## src/rtl/bpf_pkg.sv

```systemverilog
// bpf_pkg: shared class codes, instruction layout and fetch FSM encoding
package bpf_pkg;
    localparam logic [2:0] BPF_RET = 3'b110;
    localparam logic [2:0] BPF_JMP = 3'b101;
    localparam logic [3:0] BPF_JA  = 4'h0;

    typedef struct packed {
        logic [15:0] code;
        logic [7:0]  jt;
        logic [7:0]  jf;
        logic [31:0] k;
    } ir_t;

    typedef enum logic [2:0] {
        S_HALT,
        S_ADDR,
        S_DATA,
        S_DEC,
        S_NEXT
    } state_t;
endpackage

```

## src/rtl/bpf_next_pc.sv

```systemverilog
// bpf_next_pc: combinational next-PC selection and PC fault detection
module bpf_next_pc
    import bpf_pkg::*;
#(
    parameter int PC_W     = 10,
    parameter int PROG_LEN = 1024
) (
    input  logic [PC_W-1:0] pc_i,
    input  ir_t             ir_i,
    input  logic            cond_i,
    output logic [PC_W-1:0] next_pc_o,
    output logic            halt_req_o,
    output logic            fault_o
);
    logic            is_jmp;
    logic            is_ja;
    logic [PC_W:0]   off;
    logic [PC_W:0]   sum;
    logic            unused_code;

    assign unused_code = ^{ir_i.code[15:8], ir_i.code[3]};

    // One extra bit on the sum catches targets past the end of program memory
    always_comb begin
        is_jmp     = ir_i.code[2:0] == BPF_JMP;
        is_ja      = is_jmp && ir_i.code[7:4] == BPF_JA;
        off        = is_ja ? {1'b0, ir_i.k[PC_W-1:0]} : is_jmp ? (PC_W+1)'(cond_i ? ir_i.jt : ir_i.jf) : '0;
        sum        = {1'b0, pc_i} + (PC_W+1)'(1) + off;
        halt_req_o = ir_i.code[2:0] == BPF_RET;
        fault_o    = !halt_req_o && ((is_ja && ir_i.k[31:PC_W] != '0) || sum >= (PC_W+1)'(PROG_LEN));
        next_pc_o  = sum[PC_W-1:0];
    end
endmodule

```

## src/rtl/bpf_fetch.sv

```systemverilog
// bpf_fetch: four-step instruction fetch/sequencing stage owning the PC
module bpf_fetch
    import bpf_pkg::*;
#(
    parameter int PC_W     = 10,
    parameter int PROG_LEN = 1024
) (
    input  logic            iCLK,
    input  logic            iRST,
    input  logic            iSTEP1,
    input  logic            iSTEP2,
    input  logic            iSTEP3,
    input  logic            iSTEP4,
    input  logic            iSTART,
    input  logic            iCOND,
    output logic [PC_W-1:0] oIMEM_ADDR,
    output logic            oIMEM_RD,
    input  logic [63:0]     iIMEM_DATA,
    output logic [15:0]     oOPCODE,
    output logic [7:0]      oJT,
    output logic [7:0]      oJF,
    output logic [31:0]     oK,
    output logic            oDEC_VALID,
    output logic [PC_W-1:0] oPC,
    output logic            oHALT,
    output logic            oFAULT
);
    state_t          state_q, state_d;
    logic [PC_W-1:0] pc_q, pc_d;
    logic [PC_W-1:0] addr_q, addr_d;
    ir_t             ir_q, ir_d;
    logic            rd_q, rd_d;
    logic            dv_q, dv_d;
    logic            fault_q, fault_d;
    logic [PC_W-1:0] next_pc;
    logic            halt_req;
    logic            pc_fault;

    bpf_next_pc #(.PC_W(PC_W), .PROG_LEN(PROG_LEN)) u_next_pc (
        .pc_i       (pc_q),
        .ir_i       (ir_q),
        .cond_i     (iCOND),
        .next_pc_o  (next_pc),
        .halt_req_o (halt_req),
        .fault_o    (pc_fault)
    );

    // Step pulses only advance the FSM when they match the current state
    always_comb begin
        state_d = state_q;
        pc_d    = pc_q;
        addr_d  = addr_q;
        ir_d    = ir_q;
        rd_d    = 1'b0;
        dv_d    = dv_q;
        fault_d = fault_q;
        case (state_q)
            S_HALT: if (iSTART) begin
                pc_d    = '0;
                fault_d = 1'b0;
                state_d = S_ADDR;
            end
            S_ADDR: if (iSTEP1) begin
                addr_d  = pc_q;
                rd_d    = 1'b1;
                dv_d    = 1'b0;
                state_d = S_DATA;
            end
            S_DATA: if (iSTEP2) begin
                ir_d    = iIMEM_DATA;
                state_d = S_DEC;
            end
            S_DEC: if (iSTEP3) begin
                dv_d    = 1'b1;
                state_d = S_NEXT;
            end
            S_NEXT: if (iSTEP4) begin
                state_d = (halt_req || pc_fault) ? S_HALT : S_ADDR;
                fault_d = pc_fault;
                pc_d    = (halt_req || pc_fault) ? pc_q : next_pc;
            end
            default: state_d = S_HALT;
        endcase
    end

    // State and output registers, cleared asynchronously
    always_ff @(posedge iCLK or negedge iRST) begin
        if (!iRST) begin
            state_q <= S_HALT;
            pc_q    <= '0;
            addr_q  <= '0;
            ir_q    <= '0;
            rd_q    <= 1'b0;
            dv_q    <= 1'b0;
            fault_q <= 1'b0;
        end else begin
            state_q <= state_d;
            pc_q    <= pc_d;
            addr_q  <= addr_d;
            ir_q    <= ir_d;
            rd_q    <= rd_d;
            dv_q    <= dv_d;
            fault_q <= fault_d;
        end
    end

    assign oIMEM_ADDR = addr_q;
    assign oIMEM_RD   = rd_q;
    assign oOPCODE    = ir_q.code;
    assign oJT        = ir_q.jt;
    assign oJF        = ir_q.jf;
    assign oK         = ir_q.k;
    assign oDEC_VALID = dv_q;
    assign oPC        = pc_q;
    assign oHALT      = state_q == S_HALT;
    assign oFAULT     = fault_q;
endmodule

```

## config.mk

```make
export PLATFORM = sky130hd
export DESIGN_NAME = bpf_fetch
export DESIGN_NICKNAME = d
export VERILOG_FILES = /design/src/rtl/bpf_pkg.sv /design/src/rtl/bpf_next_pc.sv /design/src/rtl/bpf_fetch.sv
export SDC_FILE = /design/constraint.sdc
export NUM_CORES = 1
export LEC_CHECK = 0
export ABC_AREA = 1
export CORE_AREA = 2 2 100 102
export DETAILED_ROUTE_END_ITERATION = 8
export DIE_AREA = 0 0 102 104
export GPL_ROUTABILITY_DRIVEN = 0
export PLACE_DENSITY_LB_ADDON = 0.2
export SLEW_MARGIN = 0
export SYNTH_ARGS = -nofsm -noshare
export SYNTH_HDL_FRONTEND = slang
export SYNTH_SLANG_ARGS = --single-unit
```

## constraint.sdc

```tcl
create_clock -name iCLK -period 6.4 [get_ports iCLK]
set_input_delay 1.92 -clock iCLK [delete_from_list [all_inputs] [get_ports iCLK]]
set_output_delay 1.92 -clock iCLK [all_outputs]
set_load 0.02 [all_outputs]
```

Word level (Yosys, flattened, before mapping) --
Index checks and enable logic that the tools add are counted.
Word-level totals: flip-flop bits (word level) 90
Cells by class: muxes and demuxes 22, add/subtract/negate cells 2, magnitude comparators 1, equal/unequal tests 12, reduce and logical (&&, ||, !) cells 17
Operator list (number):
- 10-bit 2-to-1 mux | 3
- 11-bit 2-to-1 mux | 2
- 22-bit nonzero test | 1
- 10-bit one-hot mux with 2 select lines | 1
- 3-bit 2-to-1 mux | 5
- 3-bit one-hot mux with 5 select lines | 1
- 2-bit != test (second input constant) | 6
- 10-bit by 1-bit adder with 11-bit output (second input constant) | 1
- 11-bit adder | 1
- 11-bit >= comparator (second input constant) | 1
- 3-bit equality test (second input constant) | 3
- 8-bit 2-to-1 mux | 1
- 1-bit 2-to-1 mux | 7
- 3-bit by 2-bit equality test with 1-bit output (second input constant) | 2
- 3-bit AND reduction | 2
- 5-bit AND reduction | 1
- 4-bit logical NOT | 1
- 1-bit one-hot mux with 2 select lines | 2
- 2-bit AND reduction | 2
- 4-bit AND reduction | 1
- 2-bit nonzero test | 2
- 3-bit by 1-bit equality test with 1-bit output (second input constant) | 1
- 1-bit logical AND | 3
- 3-bit logical NOT | 1
- other kinds (2) | 3

Longest topological paths before layout --
word-level depth 11, gate-level depth with buffers 19

Modules after synthesis --
From an unflattened synthesis, not the netlist that was laid out.
Second synthesis, totals: cell total of the unflattened synthesis 582, area, all modules 4827.1 µm²
Modules (own cells, without submodules):
- bpf_fetch | area each 3947.5 µm², cells an instance 416, sequential area each 2252.2 µm², times used 1
- bpf_next_pc | area each 879.6 µm², cells an instance 166, sequential area each 0.0 µm², times used 1

Least setup slack after synthesis --
No wires, ideal clock.
kind input-to-reg, from input iCOND, to register pc_q[1] (netlist: oPC[1]), cell stages on the path 15, path buffers 1, library setup time 0.117 ns, slack 2.695 ns, required time 6.283 ns, arrival 3.588 ns, path through clkbuf_1 nand2_1 o211ai_1 o21ai_0 ha_1 a21oi_2 nand2_1 nand2_1 nand2_1 nor2_2 nand3_2 nand2_2 nand2_2 nand2_1 nand2_1
On the way: cells in the longest elaborated chain, start to end 10
Ends and longest elaborated chain:
- start: declaration | RTL line bpf_fetch.sv:15 | input logic iCOND,
- 8-bit 2-to-1 mux * | RTL line bpf_next_pc.sv:27 | off = is_ja ? {1'b0, ir_i.k[PC_W-1:0]} : is_jmp ? (PC_W+1)'(cond_i ? ir_i.jt : ir_i.jf) : '0;
- 11-bit 2-to-1 mux * (2 in a row) | RTL line bpf_next_pc.sv:27
- 11-bit adder * | RTL line bpf_next_pc.sv:28 | sum = {1'b0, pc_i} + (PC_W+1)'(1) + off;
- 11-bit >= comparator | RTL line bpf_next_pc.sv:30 | fault_o = !halt_req_o && ((is_ja && ir_i.k[31:PC_W] != '0) || sum >= (PC_W+1)'(PROG_LEN));
- 1-bit logical OR | RTL line bpf_next_pc.sv:30
- 1-bit logical AND | RTL line bpf_next_pc.sv:30
- 1-bit logical OR | RTL line bpf_fetch.sv:80 | pc_d = (halt_req || pc_fault) ? pc_q : next_pc;
- 2-bit != test (no line)
- 4-bit AND reduction (no line)
- end signal: assignment | RTL line bpf_fetch.sv:98 | pc_q <= pc_d;
- end: declaration | RTL line bpf_fetch.sv:29 | logic [PC_W-1:0] pc_q, pc_d;
Mark *: on every way between the ends. The rest lies on a longest branch, timed or not. The select of a mux whose other input is x is not followed. A chain may end at the register's enable or synchronous reset.

Worst setup path after layout --
from input iCOND, to register pc_q[6] (netlist: oPC[6])
Same word-level chain as after synthesis.

==> results.md <==
- Clock buffer count from CTS: 9
- Clock slew at reported path FFs: 80 ps
- DRC: 0
- Via count: 3,698
- Global-route wire length before repair: 17,800 µm
- Detailed Place HPWL: 8390 µm
- Data required time at the worst endpoint: 6660 ps
- Sum of negative setup slack: 0 ps
- Horizontal die dimension: 102 µm
- Terminus of the critical flop-to-flop path: oPC[6]
- Type of origin of the critical path: input port
- Number of nets in the layout: 708
- # resized after CTS: 0
- Capturing element type of the critical path: flip-flop
- Path class of the lowest-slack min-delay path: reg2reg
- Max Clock Skew: 9.76 ps
- Overall routed net length: 11,000 µm
- Leak: 0.00303 µW
- Switching fraction of total power: 0.380
- Antenna diodes: 0
- Most area-hungry cell type in the Yosys netlist: sky130_fd_sc_hd__dfrtp_1
- Power density over cell area: 419 mW/mm²
- Detail-routed net length per standard cell: 14.4 µm
- Layout-stage area growth over the synthesis result: 40.7%
- Effective utilization at floorplan: 0.479
- Total GRT Usage: 0.213
- Most prevalent standard cell on the critical path: sky130_fd_sc_hd__nand2_1
- I/O pin total: 160
- Buf/Inv on CP: 1
- Yosys warning total: 0
- Synthesized instance count: 466
- Power, Total: 2700 µW
- Fill cell count: 798
- Cell family with the largest share of critical-path delay: simple AND/OR/NAND/NOR gates
- Ratio of final minimum period to clock period: 0.690
- Hold Path Origin: oDEC_VALID
- Total die area: 0.0106 mm²
- Vias in the first global route: 3,700
- Cell types occupying the most area after synthesis: sky130_fd_sc_hd__dfrtp_1 49%, sky130_fd_sc_hd__nand2_1 9.5%, sky130_fd_sc_hd__mux2_4 8.9%, sky130_fd_sc_hd__mux2_2 6.4%, sky130_fd_sc_hd__nor2_1 4.2%
- Maximum clock path buffer count: 2
- Combinational power share: 0.499
- Slack of the worst reg-to-reg path: 3320 ps
- Mean number of vias per cell: 4.85
- Capture endpoint of the worst hold path: oDEC_VALID
- Critical path depth: 15
- Setup Viol. Count Final: 0
- Insertion delay to the later sink of the worst-skew pair: 360 ps
- Root buf cell: sky130_fd_sc_hd__clkbuf_8
- Sequential element share of the synthesized area: 0.492
- Worst hold path stage count: 2
- Setup repair after global routing missed its margin: false
- Detail Route Antenna Nets: 0
- Crit Path Class: in2reg
- Sequential fraction of design power: 0.356
- # port buffers: 159
- Post CTS Setup Buffer Count: 0
- Mean cell area of the mapped netlist: 9.82 µm²
- Number of flip-flops and latches in the synthesized netlist: 90
- Pins over their slew limit: 0
- Worst hold-check slack: 478 ps
- Placeable core area: 0.00955 mm²
- Number of antenna violations at the first check in global routing: 0
- Placement row count: 36
- Reg2reg path depth: 15
- Final count of hold timing violations: 0
- Final Worst Setup Slack: 1980 ps
- Cell Area, Synth: 0.00458 mm²
- Number of max-cap violations: 0
- Clock sink count: 90
- CTS tree: done
- Rel. slew slack: 0.319
- Shortest clock period the worst path allows after layout: 4420 ps
- Cell breakdown of the critical path: clkdlybuf4s50_1 > nand2_1 > o211ai_1 > o21ai_0 > ha_1 > nand2_1 > nand2_1 > a21oi_1 > nand2_1 > nor2_2 > nand3_2 > nand2_2 > nand2_2 > nand2_1 > nand2_1
- Global-route congestion overflow total: 0
- Slew at the pin closest to its max-slew limit: 1020 ps
- Critical R2R Launch: oOPCODE[7]
- Delay contributed by the slowest stage of the critical path: 660 ps
- Violation count after the first detailed-route iteration: 115
- Hold-fix buffers, CTS: 0
- Peak supply drop: 0.000288 V
- CTS HTree Levels: 3
- Switching power: 1030 µW
- Number of distinct standard cells referenced by the synthesized netlist: 30
- Number of optimization iterations in the first detailed-route pass: 4
- Layout cell share with drive strength beyond 1: 0.160
- Upper clock frequency limit: 226 MHz
- Pin count of the biggest net entering global routing: 76
- Slowest cell on the critical path: sky130_fd_sc_hd__clkdlybuf4s50_1
- Endpoint arrival time on the critical path: 4670 ps
- Run status: finished, final reports clean
- Power share of the clock group: 0.145
- Height of the die: 104 µm
- Pre-CTS setup slack: 1600 ps
- Internal Dissipation: 1670 µW
- Top fanout value on the critical path: 16
- Area share of the largest cell type after synthesis: 0.492
- Nets in the synthesized netlist: 549
==> power by group through the flow <==
stage | Clock, µW | Combinational [µW] | Sequential (µW)
floorplan | 0 | 519 | 1200
global placement | 0 | 1330 | 960
detailed placement | 0 | 1360 | 969
CTS | 399 | 1360 | 962
global route | 424 | 1440 | 992
finish | 391 | 1350 | 961
==> how the worst max path moves through the flow <==
stage / startpoint / to / slack, ps
after floorplan: iCOND / oPC[1] / 2690
after global placement: iCOND / oPC[8] / 1740
after detailed placement: iCOND / oPC[6] / 1600
after CTS: iCOND / oPC[6] / 1990
after global routing: iCOND / oPC[1] / 1730
final: iCOND / oPC[6] / 1980
==> synthesized netlist by cell type <==
cell type and n:
sky130_fd_sc_hd__a21boi_0 1, sky130_fd_sc_hd__a21oi_1 18, sky130_fd_sc_hd__a21oi_2 1, sky130_fd_sc_hd__buf_2 5, sky130_fd_sc_hd__buf_6 6, sky130_fd_sc_hd__buf_8 1, sky130_fd_sc_hd__clkbuf_1 1, sky130_fd_sc_hd__clkinv_1 1
sky130_fd_sc_hd__dfrtp_1 90, sky130_fd_sc_hd__fa_1 1, sky130_fd_sc_hd__ha_1 10, sky130_fd_sc_hd__inv_1 36, sky130_fd_sc_hd__inv_2 4, sky130_fd_sc_hd__mux2_2 26, sky130_fd_sc_hd__mux2_4 27, sky130_fd_sc_hd__nand2_1 116
sky130_fd_sc_hd__nand2_2 6, sky130_fd_sc_hd__nand2_4 1, sky130_fd_sc_hd__nand3_1 14, sky130_fd_sc_hd__nand3_2 12, sky130_fd_sc_hd__nand4_1 4, sky130_fd_sc_hd__nor2_1 51, sky130_fd_sc_hd__nor2_2 5, sky130_fd_sc_hd__nor2_4 2
sky130_fd_sc_hd__nor4_1 1, sky130_fd_sc_hd__o211ai_1 7, sky130_fd_sc_hd__o21ai_0 15, sky130_fd_sc_hd__o22ai_1 1, sky130_fd_sc_hd__or2_0 1, sky130_fd_sc_hd__xnor2_1 2
==> layout by cell type, fill, tap and decap left out, drive strengths merged <==
| master | count |
|---|---|
| inv | 40 |
| nand3 | 26 |
| xnor2 | 2 |
| bufinv | 1 |
| clkinvlp | 1 |
| nor2 | 58 |
| nand4 | 4 |
| nand2 | 123 |
| a21oi | 19 |
| or2 | 1 |
| clkinv | 3 |
| a21boi | 1 |
| clkbuf | 12 |
| o22ai | 1 |
| clkdlybuf4s50 | 158 |
| dfrtp | 90 |
| o211ai | 7 |
| mux2 | 53 |
| o21ai | 15 |
| fa | 1 |
| buf | 3 |
| nor4 | 1 |
| ha | 10 |
==> cells by family (layout without fill, tap and decap cells) <==
| family | Yosys count | count (layout) | share of synthesized area |
|---|---|---|---|
| AO/OA/AOI/OAI | 43 | 43 | 0.0525 |
| XOR/XNOR | 2 | 2 | 0.00383 |
| adder cells (fa/ha/maj) | 11 | 11 | 0.0317 |
| buffers and inverters | 54 | 218 | 0.0580 |
| flip-flops | 90 | 90 | 0.492 |
| multiplexers | 53 | 53 | 0.153 |
| AND/OR/NAND/NOR | 213 | 213 | 0.209 |
==> worst register-to-register path, cell delays in order (launching register included) <==
cell and delay (ps):
sky130_fd_sc_hd__dfrtp_1 410, sky130_fd_sc_hd__nor2_1 130, sky130_fd_sc_hd__nand2_1 110, sky130_fd_sc_hd__nor2_2 460
sky130_fd_sc_hd__o21ai_0 260, sky130_fd_sc_hd__ha_1 380, sky130_fd_sc_hd__nand2_1 70, sky130_fd_sc_hd__nand2_1 60
sky130_fd_sc_hd__a21oi_1 160, sky130_fd_sc_hd__nand2_1 90, sky130_fd_sc_hd__nor2_2 130, sky130_fd_sc_hd__nand3_2 80
sky130_fd_sc_hd__nand2_2 250, sky130_fd_sc_hd__nand2_2 210, sky130_fd_sc_hd__nand2_1 110, sky130_fd_sc_hd__nand2_1 50
==> metal layers <==
layer	up-vias	routed length [µm]	GRT usage
met2	112	5480	0.357
li1	1832	-	-
met1	1737	4600	0.262
met4	0	200	0.0667
met5	-	0	0
met3	17	732	0.0659
==> metrics by stage <==
stage	instance area (µm²)	instances	util
final	6440	763	0.674
after detailed placement	6240	747	0.654
after CTS	6440	763	0.674
after global routing	6440	763	0.674
after global placement	6240	747	0.654
after floorplan	4580	466	-
==> registers in the layout, summed over array words and instances, names as in the netlist <==
signal,count
oPC,10
oIMEM_RD,1
state_q,3
oIMEM_ADDR,10
oFAULT,1
oK,32
oDEC_VALID,1
oJT,8
oJF,8
oOPCODE,16
==> final cells by class <==
class	count	area, µm²	area share
clock buffer	12	145	0.0225
clock inverter	4	51.3	0.00797
inverter	41	154	0.0239
multi-input combinational	322	2070	0.321
sequential	90	2250	0.350
tap	133	166	0.0258
timing repair buffer	161	1600	0.249
Power figures use the tool's default switching activity.
==> patch 1: new RTL, same flow settings <==
`PROG_LEN` is set to 1024 in 2 places; all go to 512.
--- a/src/rtl/bpf_next_pc.sv
+++ b/src/rtl/bpf_next_pc.sv
@@ -3,7 +3,7 @@
     import bpf_pkg::*;
 #(
     parameter int PC_W     = 10,
-    parameter int PROG_LEN = 1024
+    parameter int PROG_LEN = 512
 ) (
     input  logic [PC_W-1:0] pc_i,
     input  ir_t             ir_i,
--- a/src/rtl/bpf_fetch.sv
+++ b/src/rtl/bpf_fetch.sv
@@ -3,7 +3,7 @@
     import bpf_pkg::*;
 #(
     parameter int PC_W     = 10,
-    parameter int PROG_LEN = 1024
+    parameter int PROG_LEN = 512
 ) (
     input  logic            iCLK,
     input  logic            iRST,
Formal check against the unedited RTL: not equivalent (Yosys sat finds a counterexample within 10 cycles, from zero or initial values and one cycle with iRST low).
==> patch 1 against the original RTL <==
  * Area after synthesis down 5.7%
  * Total power about the same
  * Cell area down 3.7%
  * Largest power group unchanged
  * Die area unchanged
  * Hold slack better by 0.0067 ns
  * Largest cell class unchanged
  * Clock skew up 0.0019 ns
  * Routed wire length down 2.8%
  * Sequential cell count unchanged
  * Worst setup slack worse by 0.17 ns
==> patch 1: results (changes against the original RTL) <==
[run_status]
status=complete, no violations  ; unchanged

[yosys]
syn-num-nets=509  ; was 549
postSynthCellCount=426  ; was 466
synthAdderAreaFrac=0.03365  ; was 0.03172
synthXorXnorAreaFrac=0.006092  ; was 0.003828
synthTopCellsByCount=nand2_1, dfrtp_1, nor2_1, mux2_2, inv_1  ; was nand2_1, dfrtp_1, nor2_1, inv_1, mux2_4
ys_seq_area_frac=0.5222  ; was 0.4922
synthTopCellsByArea=dfrtp_1, mux2_2, nand2_1, mux2_1, nor2_1  ; was dfrtp_1, nand2_1, mux2_4, mux2_2, nor2_1
synth.distinct_cells=37  ; was 30
synth_compound_area_frac=0.05425  ; was 0.05250

[detailed_routing]
met1_length_um=4417  ; was 4601 µm
wl_met2_um=5247  ; was 5479 µm
routed_wl_um=10700  ; was 11010 µm
wl_per_cell_um=14.80  ; was 14.44 µm
drt_iter0_drc=118  ; was 115
met3_length_um=964  ; was 732 µm
vias=3567  ; was 3698

[timing]
tightest_slew_ns=0.9396  ; was 1.022 ns
fin_crit_ns=4.585  ; was 4.416 ns
fin_hold_ws_ns=0.4843  ; was 0.4776 ns

[worst_setup_path]
rrSetupSlack_ns=3.41  ; was 3.32 ns
reg2regPathDepth=18  ; was 15
slowest_delay_ns=0.58  ; was 0.66 ns
cp_max_fo=11  ; was 16
crit_arrival_ns=4.82  ; was 4.67 ns

[place]
dp_hpwl_um=8256  ; was 8388 µm
pre_cts_ws_ns=1.473  ; was 1.598 ns
dpl.cell_count=707  ; was 747
dpl_cell_area_um2=5998  ; was 6242 µm²

[grt]
grt_max_degree=68  ; was 76
grt_pass1_vias=3681  ; was 3700
track_usage=0.2102  ; was 0.2135
grt_pass1_wl_um=17790  ; was 17840 µm
antenna_found_initial=0  ; unchanged

[finish]
drive_above_1_share=0.1186  ; was 0.1603
nets=668  ; was 708
largest_reg_flops=32  ; unchanged

[pwr]
p_sw_mw=1.055  ; was 1.025 mW
leakage_nw=2.801  ; was 3.029 nW
ir_drop_mv=0.2656  ; was 0.2877 mV

[clocking]
cts_max_level=3  ; unchanged
post_cts_buffers=0  ; unchanged
clk_pin_slew_worst_paths_ns=0.08  ; about the same

[patch 1: power by group through the flow]
stage	Clock (mW)	Combinational [mW]	Sequential [mW]
final	0.395	1.32	0.979
after global routing	0.430	1.42	1.01
after CTS	0.407	1.34	0.981
after detailed placement	0	1.33	0.989
after global placement	0	1.32	0.980
after floorplan	0	0.466	1.22
[patch 1: kinds of logic after synthesis]
family          Yosys count
xor+xnor                  3
simple gates            183
mux                      61
flops                    90
buf+inv                  41
fa+ha+maj                11
compound gates           37
[patch 1: area by class of cell]
cell class                      count  area (µm²)
Fill cell                         807        3347
Sequential cell                    90        2252
Multi-Input combinational cell    295        1872
Timing Repair Buffer              160        1597
Tap cell                          133       166.4
Clock buffer                       11       141.4
Inverter                           29       111.4
Clock inverter                      5       62.56
[patch 1: worst max-delay path: cells and delay by family]
kind	cells	cell delay (ns)
simple gates	13	1.25
buf+inv	2	0.79
fa+ha+maj	1	0.38
compound gates	1	0.48
[patch 1: worst paths after layout]
path                                           start                         to
max in group asynchronous                       iRST         oFAULT$_DFFE_PN0P_
min in group asynchronous                       iRST         oIMEM_RD$_DFF_PN0_
hold / removal             oIMEM_ADDR[8]$_DFFE_PN0P_  oIMEM_ADDR[8]$_DFFE_PN0P_
setup / recovery                               iCOND         oPC[8]$_DFFE_PN0P_
setup reg to reg              oOPCODE[1]$_DFFE_PN0P_         oPC[8]$_DFFE_PN0P_
hold reg to reg            oIMEM_ADDR[8]$_DFFE_PN0P_  oIMEM_ADDR[8]$_DFFE_PN0P_
[patch 1: routing by layer]
layer,global-route usage,vias to the layer above
li1,-,1732
met1,0.2703,1712
met2,0.3313,117
met3,0.08266,6
met4,0.05429,0
met5,0,-
==> patch 2: new RTL, same settings <==
Made on the original files. Remove the register `rd_q`: a continuous assignment takes its place, so the output `oIMEM_RD` follows one clock earlier.
--- a/src/rtl/bpf_fetch.sv
+++ b/src/rtl/bpf_fetch.sv
@@ -90,7 +90,6 @@
             pc_q    <= '0;
             addr_q  <= '0;
             ir_q    <= '0;
-            rd_q    <= 1'b0;
             dv_q    <= 1'b0;
             fault_q <= 1'b0;
         end else begin
@@ -98,11 +97,12 @@
             pc_q    <= pc_d;
             addr_q  <= addr_d;
             ir_q    <= ir_d;
-            rd_q    <= rd_d;
             dv_q    <= dv_d;
             fault_q <= fault_d;
         end
     end
+
+    assign rd_q = rd_d;
 
     assign oIMEM_ADDR = addr_q;
     assign oIMEM_RD   = rd_q;
Formal check against the unedited RTL: not equivalent (a bounded check fails within 4 cycles, from zero or initial values and one cycle with iRST low).
==> patch 2 against the original RTL <==
  * Sequential cell count shrank 1
  * Critical path depth shrank 11
  * Worst setup slack lost 0.87 ns
  * Sequential power shrank 0.6%
  * Total power shrank 2.0%
  * Clock power shrank 15%
  * Routed wire length grew 0.88%
  * Area after synthesis shrank 0.55%
  * Final cell count shrank 0.26%
  * Cell area shrank 0.95%
  * Synthesized cell count shrank 0.21%
  * Combinational power is essentially flat
  * Die area is the same
  * Critical path type is now primary input to primary output
==> patch 2: results (changes against the original RTL) <==
[clocking]
cts_buffer_depth=2  ; unchanged
ctsResizeCount=0  ; unchanged
clk_pin_slew_worst_paths_ns=0.08  ; about the same
cts_max_level=3  ; unchanged
clk_latency_ns=0.36  ; about the same
post_cts_buffers=0  ; unchanged
cts_root_buffer=clkbuf_8  ; unchanged
cts_made_buffers=9  ; unchanged

[grt]
grt_pass1_wl_um=18060  ; was 17840 µm
track_usage=0.2184  ; was 0.2135
grt_pass1_vias=3768  ; was 3700
antenna_found_initial=0  ; unchanged
grt_max_degree=90  ; was 76

[yosys]
ys_seq_area_frac=0.4894  ; was 0.4922
synthTopCellsByArea=dfrtp_1, nand2_1, mux2_4, mux2_2, nor2_1  ; unchanged
yosysTopAreaCell=dfrtp_1  ; unchanged
synth_warnings=0  ; unchanged
synthTopCellsByCount=nand2_1, dfrtp_1, nor2_1, inv_1, mux2_4  ; unchanged
syn-num-nets=548  ; was 549
ys_async_sr_fraction=1.000  ; unchanged
synth.distinct_cells=30  ; unchanged

[detailed_routing]
drt_iter0_drc=120  ; was 115
drt_first_pass_iters=4  ; unchanged
vias=3744  ; was 3698
top_layer_used=met4  ; unchanged
met1_length_um=4450  ; was 4601 µm
wl_per_cell_um=14.60  ; was 14.44 µm
met3_length_um=802  ; was 732 µm
wl_met2_um=5518  ; was 5479 µm

[finish]
diodes=0  ; unchanged
largest_reg_flops=32  ; unchanged
nets=707  ; was 708
nFillCells=805  ; was 798
drive_above_1_share=0.1624  ; was 0.1603

[timing]
tightest_slew_ns=1.139  ; was 1.022 ns
fin_skew_ns=0.01419  ; was 0.009763 ns

[pwr]
ir_drop_mv=0.2743  ; was 0.2877 mV
leakage_nw=3.004  ; was 3.029 nW
intPower_mw=1.612  ; was 1.673 mW

[worst_setup_path]
crit_arrival_ns=3.37  ; was 4.67 ns
cp_max_fo=9  ; was 16
reg2regPathDepth=15  ; unchanged
critPathLaunch=iSTEP1  ; was iCOND
rrSetupSlack_ns=3.35  ; was 3.32 ns
rr_endpoint=oPC[0]$_DFFE_PN0P_  ; was oPC[6]$_DFFE_PN0P_
critPathCapture=oIMEM_RD  ; was oPC[6]$_DFFE_PN0P_
r2r-start=oOPCODE[7]$_DFFE_PN0P_  ; unchanged

[min_path]
min_path_type=flop to flop  ; unchanged

[place]
portBuffers=159  ; unchanged
dp_hpwl_um=8505  ; was 8388 µm

[run_status]
status=complete, no violations  ; unchanged

[patch 2: logic make-up (layout without fill, tap and decap cells)]
| family | count (synthesis) | after routing | synth area share |
|---|---|---|---|
| adders and majority gates | 11 | 11 | 0.03189 |
| AOI/OAI and AO/OA | 43 | 43 | 0.05279 |
| and+or+nand+nor | 213 | 213 | 0.2103 |
| DFF | 89 | 89 | 0.4894 |
| xor gates and xnor gates | 2 | 2 | 0.003850 |
| muxes | 53 | 53 | 0.1534 |
| buffers and inverters | 54 | 217 | 0.05828 |
[patch 2: metal layers]
layer,track usage,vias to the layer above
met5,0,-
met4,0.1076,0
met3,0.06989,25
met2,0.3520,123
met1,0.2606,1767
li1,-,1829
[patch 2: worst max-delay path: stages]
cell and delay, ns:
clkdlybuf4s50_1 0.48, nand4_1 0.13, clkinv_1 0.20, clkdlybuf4s50_1 0.64
[patch 2: how the worst min path moves through the flow]
stage | startpoint | to | slack [ns] | cells after the start
after floorplan | oDEC_VALID$_DFFE_PN0P_ | oDEC_VALID$_DFFE_PN0P_ | 0.58 | 2
after global placement | oDEC_VALID$_DFFE_PN0P_ | oDEC_VALID$_DFFE_PN0P_ | 0.46 | 2
after detailed placement | oDEC_VALID$_DFFE_PN0P_ | oDEC_VALID$_DFFE_PN0P_ | 0.46 | 2
after CTS | oDEC_VALID$_DFFE_PN0P_ | oDEC_VALID$_DFFE_PN0P_ | 0.49 | 2
after global routing | oDEC_VALID$_DFFE_PN0P_ | oDEC_VALID$_DFFE_PN0P_ | 0.51 | 2
final | oDEC_VALID$_DFFE_PN0P_ | oDEC_VALID$_DFFE_PN0P_ | 0.48 | 2
[patch 2: area by class of cell]
cell class / instances / share of cell area
sequential: 89 / 0.3492
multi-input combinational: 322 / 0.3239
timing repair buffer: 161 / 0.2515
tap: 133 / 0.02609
inverter: 41 / 0.02413
clock buffer: 9 / 0.01942
clock inverter: 6 / 0.005690
[patch 2: per-stage QoR]
stage	total power [mW]	util	setup WS, ns	instance area [µm²]	instances
2_1_floorplan	1.714	-	2.122	4551	465
3_3_place_gp	2.286	0.6511	1.152	6217	746
3_5_place_dp	2.329	0.6511	1.102	6217	746
4_1_cts	2.672	0.6678	1.101	6377	761
5_1_grt	2.804	0.6678	1.043	6377	761
6_report	2.645	0.6678	1.112	6377	761
[patch 2: power groups by stage]
stage          sequential [mW]  combinational [mW]  clock (mW)
2_1_floorplan             1.19               0.522           0
3_3_place_gp             0.945                1.34           0
3_5_place_dp             0.961                1.37           0
4_1_cts                  0.954                1.37       0.346
5_1_grt                  0.987                1.45       0.370
6_report                 0.955                1.35       0.334
